===== src/rtl/window_vote_pkg.sv =====
// -----------------------------------------------------------------------------
// window_vote_pkg
// Shared definitions for the window vote filter and its popcount tree.
//   clog2p1(n)   : number of bits needed to hold the values 0..n
//   vote_state_t : filter state, OFF drives o=0, ON drives o=1
//   RISES_MAX    : saturation value of the rising-edge counter
// -----------------------------------------------------------------------------
package window_vote_pkg;

    // Width needed to represent every value from 0 up to and including n.
    function automatic int clog2p1(input int n);
        int w;
        w = 0;
        for (int k = 0; k < 31; k++) begin
            if ((32'd1 << k) < 32'(n + 1)) begin
                w = k + 1;
            end
        end
        return w;
    endfunction

    typedef enum logic {
        OFF = 1'b0,
        ON  = 1'b1
    } vote_state_t;

    localparam logic [7:0] RISES_MAX = 8'd255;

endpackage


===== src/rtl/popcount_tree.sv =====
// -----------------------------------------------------------------------------
// popcount_tree
// Combinational population count built as a balanced binary adder tree.
// The vector is split in halves, each half counted by a smaller instance of
// this module, and the two partial counts are added.
//   vec   in  N              vector to count
//   count out clog2p1(N)     number of set bits in vec
// -----------------------------------------------------------------------------
module popcount_tree
    import window_vote_pkg::*;
#(
    parameter int N = 4
) (
    input  logic [N-1:0]            vec,
    output logic [clog2p1(N)-1:0]   count
);

    localparam int CW = clog2p1(N);

    if (N == 1) begin : g_leaf
        // A single bit is its own count.
        assign count = vec;
    end else begin : g_node
        localparam int NL = N / 2;
        localparam int NH = N - NL;
        localparam int CL = clog2p1(NL);
        localparam int CH = clog2p1(NH);

        logic [CL-1:0] count_lo_s;
        logic [CH-1:0] count_hi_s;

        popcount_tree #(.N(NL)) u_lo (
            .vec   (vec[NL-1:0]),
            .count (count_lo_s)
        );

        popcount_tree #(.N(NH)) u_hi (
            .vec   (vec[N-1:NL]),
            .count (count_hi_s)
        );

        // Partial counts sum to at most N, so CW bits never overflow.
        assign count = CW'(count_lo_s) + CW'(count_hi_s);
    end

endmodule


===== src/rtl/window_vote_filter.sv =====
// -----------------------------------------------------------------------------
// window_vote_filter
// Counts the set bits of a registered input vector and flags when the count
// lies in the runtime window [lo, hi]. The flag only changes after the window
// decision has disagreed with it for STABLE consecutive cycles, and every
// OFF->ON change of the flag is counted in a saturating 8-bit counter.
//   clk   in  1   clock, all state on the rising edge
//   rst   in  1   synchronous active-high reset
//   i     in  N   raw input vector
//   lo    in  CW  lower window bound, inclusive
//   hi    in  CW  upper window bound, inclusive
//   en    in  1   window enable; 0 forces the raw decision to 0
//   clr   in  1   clears the rising-edge counter
//   o     out 1   filtered window flag
//   cnt   out CW  registered popcount of the input
//   rises out 8   saturating count of o rising edges
// -----------------------------------------------------------------------------
module window_vote_filter
    import window_vote_pkg::*;
#(
    parameter int N      = 4,
    parameter int STABLE = 3
) (
    input  logic                    clk,
    input  logic                    rst,
    input  logic [N-1:0]            i,
    input  logic [clog2p1(N)-1:0]   lo,
    input  logic [clog2p1(N)-1:0]   hi,
    input  logic                    en,
    input  logic                    clr,
    output logic                    o,
    output logic [clog2p1(N)-1:0]   cnt,
    output logic [7:0]              rises
);

    localparam int CW = clog2p1(N);
    localparam int RW = clog2p1(STABLE);
    localparam logic [RW-1:0] RUN_LAST = RW'(STABLE - 1);

    logic [N-1:0]   in_r;
    logic [CW-1:0]  pc_r;
    logic [CW-1:0]  pc_next_s;
    logic [RW-1:0]  run_r;
    logic [7:0]     rises_r;
    vote_state_t    state_r;

    logic           raw_s;
    logic           disagree_s;
    logic           toggle_s;
    logic           rise_s;

    popcount_tree #(.N(N)) u_popcount (
        .vec   (in_r),
        .count (pc_next_s)
    );

    // Two-stage input pipeline: capture the vector, then its popcount.
    always_ff @(posedge clk) begin
        if (rst) begin
            in_r <= {N{1'b0}};
            pc_r <= {CW{1'b0}};
        end else begin
            in_r <= i;
            pc_r <= pc_next_s;
        end
    end

    // Window decision and filter control; lo > hi naturally yields raw = 0.
    always_comb begin
        raw_s      = 1'b0;
        disagree_s = 1'b0;
        toggle_s   = 1'b0;
        rise_s     = 1'b0;
        if (en && (lo <= pc_r) && (pc_r <= hi)) begin
            raw_s = 1'b1;
        end else begin
            raw_s = 1'b0;
        end
        disagree_s = (raw_s != (state_r == ON));
        if (disagree_s && (run_r == RUN_LAST)) begin
            toggle_s = 1'b1;
        end else begin
            toggle_s = 1'b0;
        end
        if (toggle_s && (state_r == OFF)) begin
            rise_s = 1'b1;
        end else begin
            rise_s = 1'b0;
        end
    end

    // Filter FSM with its run counter and the saturating rising-edge counter.
    always_ff @(posedge clk) begin
        if (rst) begin
            state_r <= OFF;
            run_r   <= {RW{1'b0}};
            rises_r <= 8'd0;
        end else begin
            case (state_r)
                OFF: begin
                    if (toggle_s) state_r <= ON;
                    else          state_r <= OFF;
                end
                ON: begin
                    if (toggle_s) state_r <= OFF;
                    else          state_r <= ON;
                end
                default: state_r <= OFF;
            endcase

            // Any cycle of agreement, or a completed run, starts over.
            if (!disagree_s || toggle_s) begin
                run_r <= {RW{1'b0}};
            end else begin
                run_r <= run_r + RW'(1);
            end

            // A clear that coincides with a rise keeps that rise.
            if (clr) begin
                rises_r <= rise_s ? 8'd1 : 8'd0;
            end else if (rise_s && (rises_r != RISES_MAX)) begin
                rises_r <= rises_r + 8'd1;
            end else begin
                rises_r <= rises_r;
            end
        end
    end

    assign o     = (state_r == ON);
    assign cnt   = pc_r;
    assign rises = rises_r;

endmodule


===== config.mk =====
export PLATFORM = sky130hd
export DESIGN_NAME = window_vote_filter
export DESIGN_NICKNAME = d
export VERILOG_FILES = /design/src/rtl/window_vote_pkg.sv /design/src/rtl/popcount_tree.sv /design/src/rtl/window_vote_filter.sv
export SDC_FILE = /design/constraint.sdc
export NUM_CORES = 1
export LEC_CHECK = 0
export BUFFER_PORTS_ARGS = -buffer_cell sky130_fd_sc_hd__buf_2
export CAP_MARGIN = 40
export CORE_ASPECT_RATIO = 1.25
export CORE_MARGIN = 1.5
export CORE_UTILIZATION = 30
export DETAILED_ROUTE_END_ITERATION = 8
export PLACE_DENSITY = 0.49
export REMOVE_ABC_BUFFERS = 1
export SYNTH_ARGS = -nofsm -noshare
export SYNTH_HDL_FRONTEND = slang
export SYNTH_SLANG_ARGS = --single-unit

===== constraint.sdc =====
create_clock -name clk -period 1.9 [get_ports clk]
set_clock_uncertainty 0.1 [all_clocks]
set_input_delay 0.19 -clock clk [delete_from_list [all_inputs] [get_ports clk]]
set_output_delay 0.19 -clock clk [all_outputs]
set_load 0.005 [all_outputs]

==> results.txt <==
The clock latency of the later-clocked register in the worst-skew pair came out at 0.30 ns. Walking the worst path, the cells encountered are buf_6 -> ha_4 -> a211oi_4 -> o22ai_2 -> buf_6 -> or4_1 -> a21oi_1. The final non-filler cell area was 1400 um2.

The number of pins exceeding their max-slew limit in the final report is 0, and the number of max-cap violations is 0. In the final design database the tool counted 177 nets. After the first detailed-routing iteration, the DRC count stood at 12. Setup violations remaining at the end of the flow were counted as 5. From left edge to right edge, the die measures 53.8 um. Dividing total power by cell area gives a power density of 602 nW/um2. Maximum number of pins on one net before global-route repair: 15.

The tools report the global route total overflow as 0. The most prevalent standard cell on the critical path was buf_6. The design draws 0.844 mW. TritonCTS built the clock tree. In this run the mean area of a mapped cell was 8.62 um2.

The worst hold path was traced through 2 stages. dfxtp_1 takes more of the synthesized area than any other cell. Synthesis instantiated 28 different standard cells from the library. The number of sinks driven by the clock tree is 18, and the overall fraction of global-route tracks in use is 0.148.

After detailed routing, the average wire length per cell comes to 12.2 um. The wire length after detailed routing was 2.28 mm. At the worst endpoint, the arrival time is 2.09 ns.

The delay of the slowest critical-path stage was 0.46 ns. Start point of the worst hold path: i[0]. Setup repair after global routing could not meet its margin everywhere.

By count the netlist is led by 18 x dfxtp_1, 16 x inv_1, 10 x ha_1. The row count came out at 22. The worst setup path is captured at a flip-flop. Clock root buffer: clkbuf_4. The CTS H-tree depth came out at 1. The final reports fail on negative setup slack.

The tools report the filler cell count in the final layout as 319. The tools report the buffer levels on the longest clock path as 2. Buffers plus inverters on the worst setup path: 2. The count of buffers added on input and output ports is 25. The wire length of the first global-routing pass is 3.88 mm. Measured in cells, the most critical reg-to-reg path has a length of 7.

The run gives 0 as the total count of hold-check failures in the final report. The number of instances in the synthesized netlist is 112. The post-synthesis to final-layout area growth is 45.1%. In the post-synthesis netlist, the biggest area contributors are dfxtp_1 37%, ha_1 13%, inv_1 6.2%.

Dividing the detail-routed via count by the number of cells gives 4.91. The initial core utilization is 0.322. For the worst slack at placement, the log shows -0.161 ns. The total I/O pin count was 26. Data on the critical path is required at its endpoint by 2.04 ns. The fraction of layout cells with a size suffix above 1 is 0.384, and the number of placed cells counting well taps is 176.

The worst setup path is launched from a flip-flop. The worst hold slack came out at 0.0123 ns. In the routed design, unresolved DRC markers number 0. For this block, the via count after detailed routing is 918. The number of synthesized flops with an enable pin was 0; the instance area after placement was 1180 um2.

The internal reg-to-reg setup slack is -0.05 ns. The destination of the worst register-to-register timing path is rises[5]$_SDFFE_PP0P_. Routability-driven placement finished with a final weighted congestion of 0.743. The initial antenna violation count was 0. By startpoint and endpoint, the worst setup path is classified as reg2reg. In this run the worst path has a maximum fanout of 7. The run finished, with violations left. In this run the critical register-to-register path is launched from cnt[1]$_SDFF_PP0_.

0 antenna diodes ended up in the layout. The share of async-settable or async-resettable flops after synthesis was 0; the count of yosys warnings during synthesis was 0. The most common cell in the synthesized netlist is dfxtp_1. The path category of the worst min-delay check was in2reg. The tools report the end of the worst hold path as in_r[0]$_SDFF_PP0_.

The die height works out to 66.4 um. The logs give 0.717 for the relative slew slack and 0 for the remaining number of nets flagged by the antenna check after routing. The largest individual stage delay along the critical path comes from the cell or4_1. The post-route minimum period works out to 1.95 ns. For this design the static power due to leakage is 0.606 nW. Clock-pin slew was measured on the worst setup and hold paths at 0.11 ns. The achievable clock frequency was 513 MHz. For the total standard cell area after synthesis, the log shows 966 um2. Counting the buffers created by CTS gives 3. At the pin with the least slew margin, the transition time is 0.422 ns. The synthesized design contains 18 register bits. Among cell families on the critical path, the largest total delay comes from compound AO/OA/AOI/OAI gates. The post-route fraction of the period consumed by the critical path came out at 1.03. For this run, the leading register cell type out of synthesis is dfxtp_1.

For the post-layout worst setup margin, the log shows -0.0501 ns. The tools report the number of global-route vias before repair as 928. The area share of the largest cell type after synthesis was 0.373; the core area was 3000 um2. For this run, the number of standard cells in the final layout without fillers is 187.

The floorplan step defined a die boundary enclosing 3570 um2. The worst-case IR drop observed on VDD is 0.329 mV. The HPWL reported at the end of detailed placement came out at 1.60 mm. The tools report the length of the first detailed-routing pass in iterations as 4.

The proportion of synthesized chip area in sequential cells was 0.373.
==> cell type report <==
class	instances	area, um2	share of cell area
clock buffer	4	36.3	0.0259
inverter	16	60.1	0.0429
multi-input combinational	75	644	0.460
sequential	18	364	0.260
tap	36	45.0	0.0321
timing repair buffer	38	251	0.179
==> worst reg2reg max path: cells and delay by family (launching register included) <==
family / cells / cell delay (ns)
AO/OA/AOI/OAI: 3 / 0.51
AND/OR/NAND/NOR: 1 / 0.46
flip-flops: 1 / 0.34
buffers and inverters: 2 / 0.26
adder cells (fa/ha/maj): 1 / 0.22
==> registers in the layout, summed over array words and instances, names as in the netlist, named ones only <==
name / cells
run_r: 2
rises: 8
in_r: 4
cnt: 3
==> worst max-delay path by stage <==
stage | start | to | depth (start not counted)
floorplan | cnt[1]$_SDFF_PP0_ | run_r[0]$_SDFF_PP0_ | 6
global placement | cnt[1]$_SDFF_PP0_ | rises[5]$_SDFFE_PP0P_ | 7
detailed placement | cnt[1]$_SDFF_PP0_ | rises[5]$_SDFFE_PP0P_ | 7
CTS | cnt[1]$_SDFF_PP0_ | rises[5]$_SDFFE_PP0P_ | 7
global route | cnt[1]$_SDFF_PP0_ | rises[5]$_SDFFE_PP0P_ | 7
finish | cnt[1]$_SDFF_PP0_ | rises[5]$_SDFFE_PP0P_ | 7
==> layout by cell type, fill, tap and decap left out, types with 2 or more instances in the layout <==
master	instances
or2_2	2
dfxtp_2	3
nand2_1	4
buf_4	7
nor2b_1	7
clkbuf_4	3
buf_6	3
o21ai_0	4
dlygate4sd3_1	2
o21ai_2	2
ha_4	2
or4_1	2
ha_1	8
a2111oi_4	2
a21oi_1	7
dfxtp_1	15
a211oi_4	2
or3_1	4
nand3_1	8
buf_2	25
nor2_1	3
inv_1	16
and3_1	3
==> power by group <==
part / switching [mW] / leakage, nW / total [mW] / internal (mW)
clock network: 0.125 / 0.0210 / 0.242 / 0.117
registers: 0.00645 / 0.148 / 0.396 / 0.389
logic: 0.0917 / 0.438 / 0.206 / 0.115
==> logic make-up (layout without fill, tap and decap cells) <==
kind of cell / Yosys count / in the layout / share of synthesized area
fa+ha+maj: 11 / 11 / 0.150
mux: 1 / 1 / 0.0104
simple gates: 39 / 39 / 0.228
compound gates: 24 / 24 / 0.165
flops: 18 / 18 / 0.373
buf+inv: 19 / 58 / 0.0738
==> layer usage <==
layer | track usage | vias to the layer above | part of all wire
li1 | - | 469 | -
met1 | 0.156 | 426 | 0.40
met2 | 0.285 | 19 | 0.54
met3 | 0.0204 | 4 | 0.042
met4 | 0.0481 | 0 | 0.014
met5 | 0 | - | 0
==> metrics by stage <==
step | utilization | setup TNS, ns
3_5_place_dp | 0.394 | -0.714
5_1_grt | 0.467 | -0.787
6_report | 0.467 | -0.154
2_1_floorplan | - | -0.315
4_1_cts | 0.444 | -0.347
3_3_place_gp | 0.394 | -0.397
==> timing repair <==
item,4_1_cts,5_1_grt
cloned,0,0
hold buffers,2,0
endpoints found under the setup margin,8,10
setup buffers,4,2
hold endpoints to repair,2,0
pin swaps,9,11
resized for setup,12,12
(Power assumes the default switching activity.)
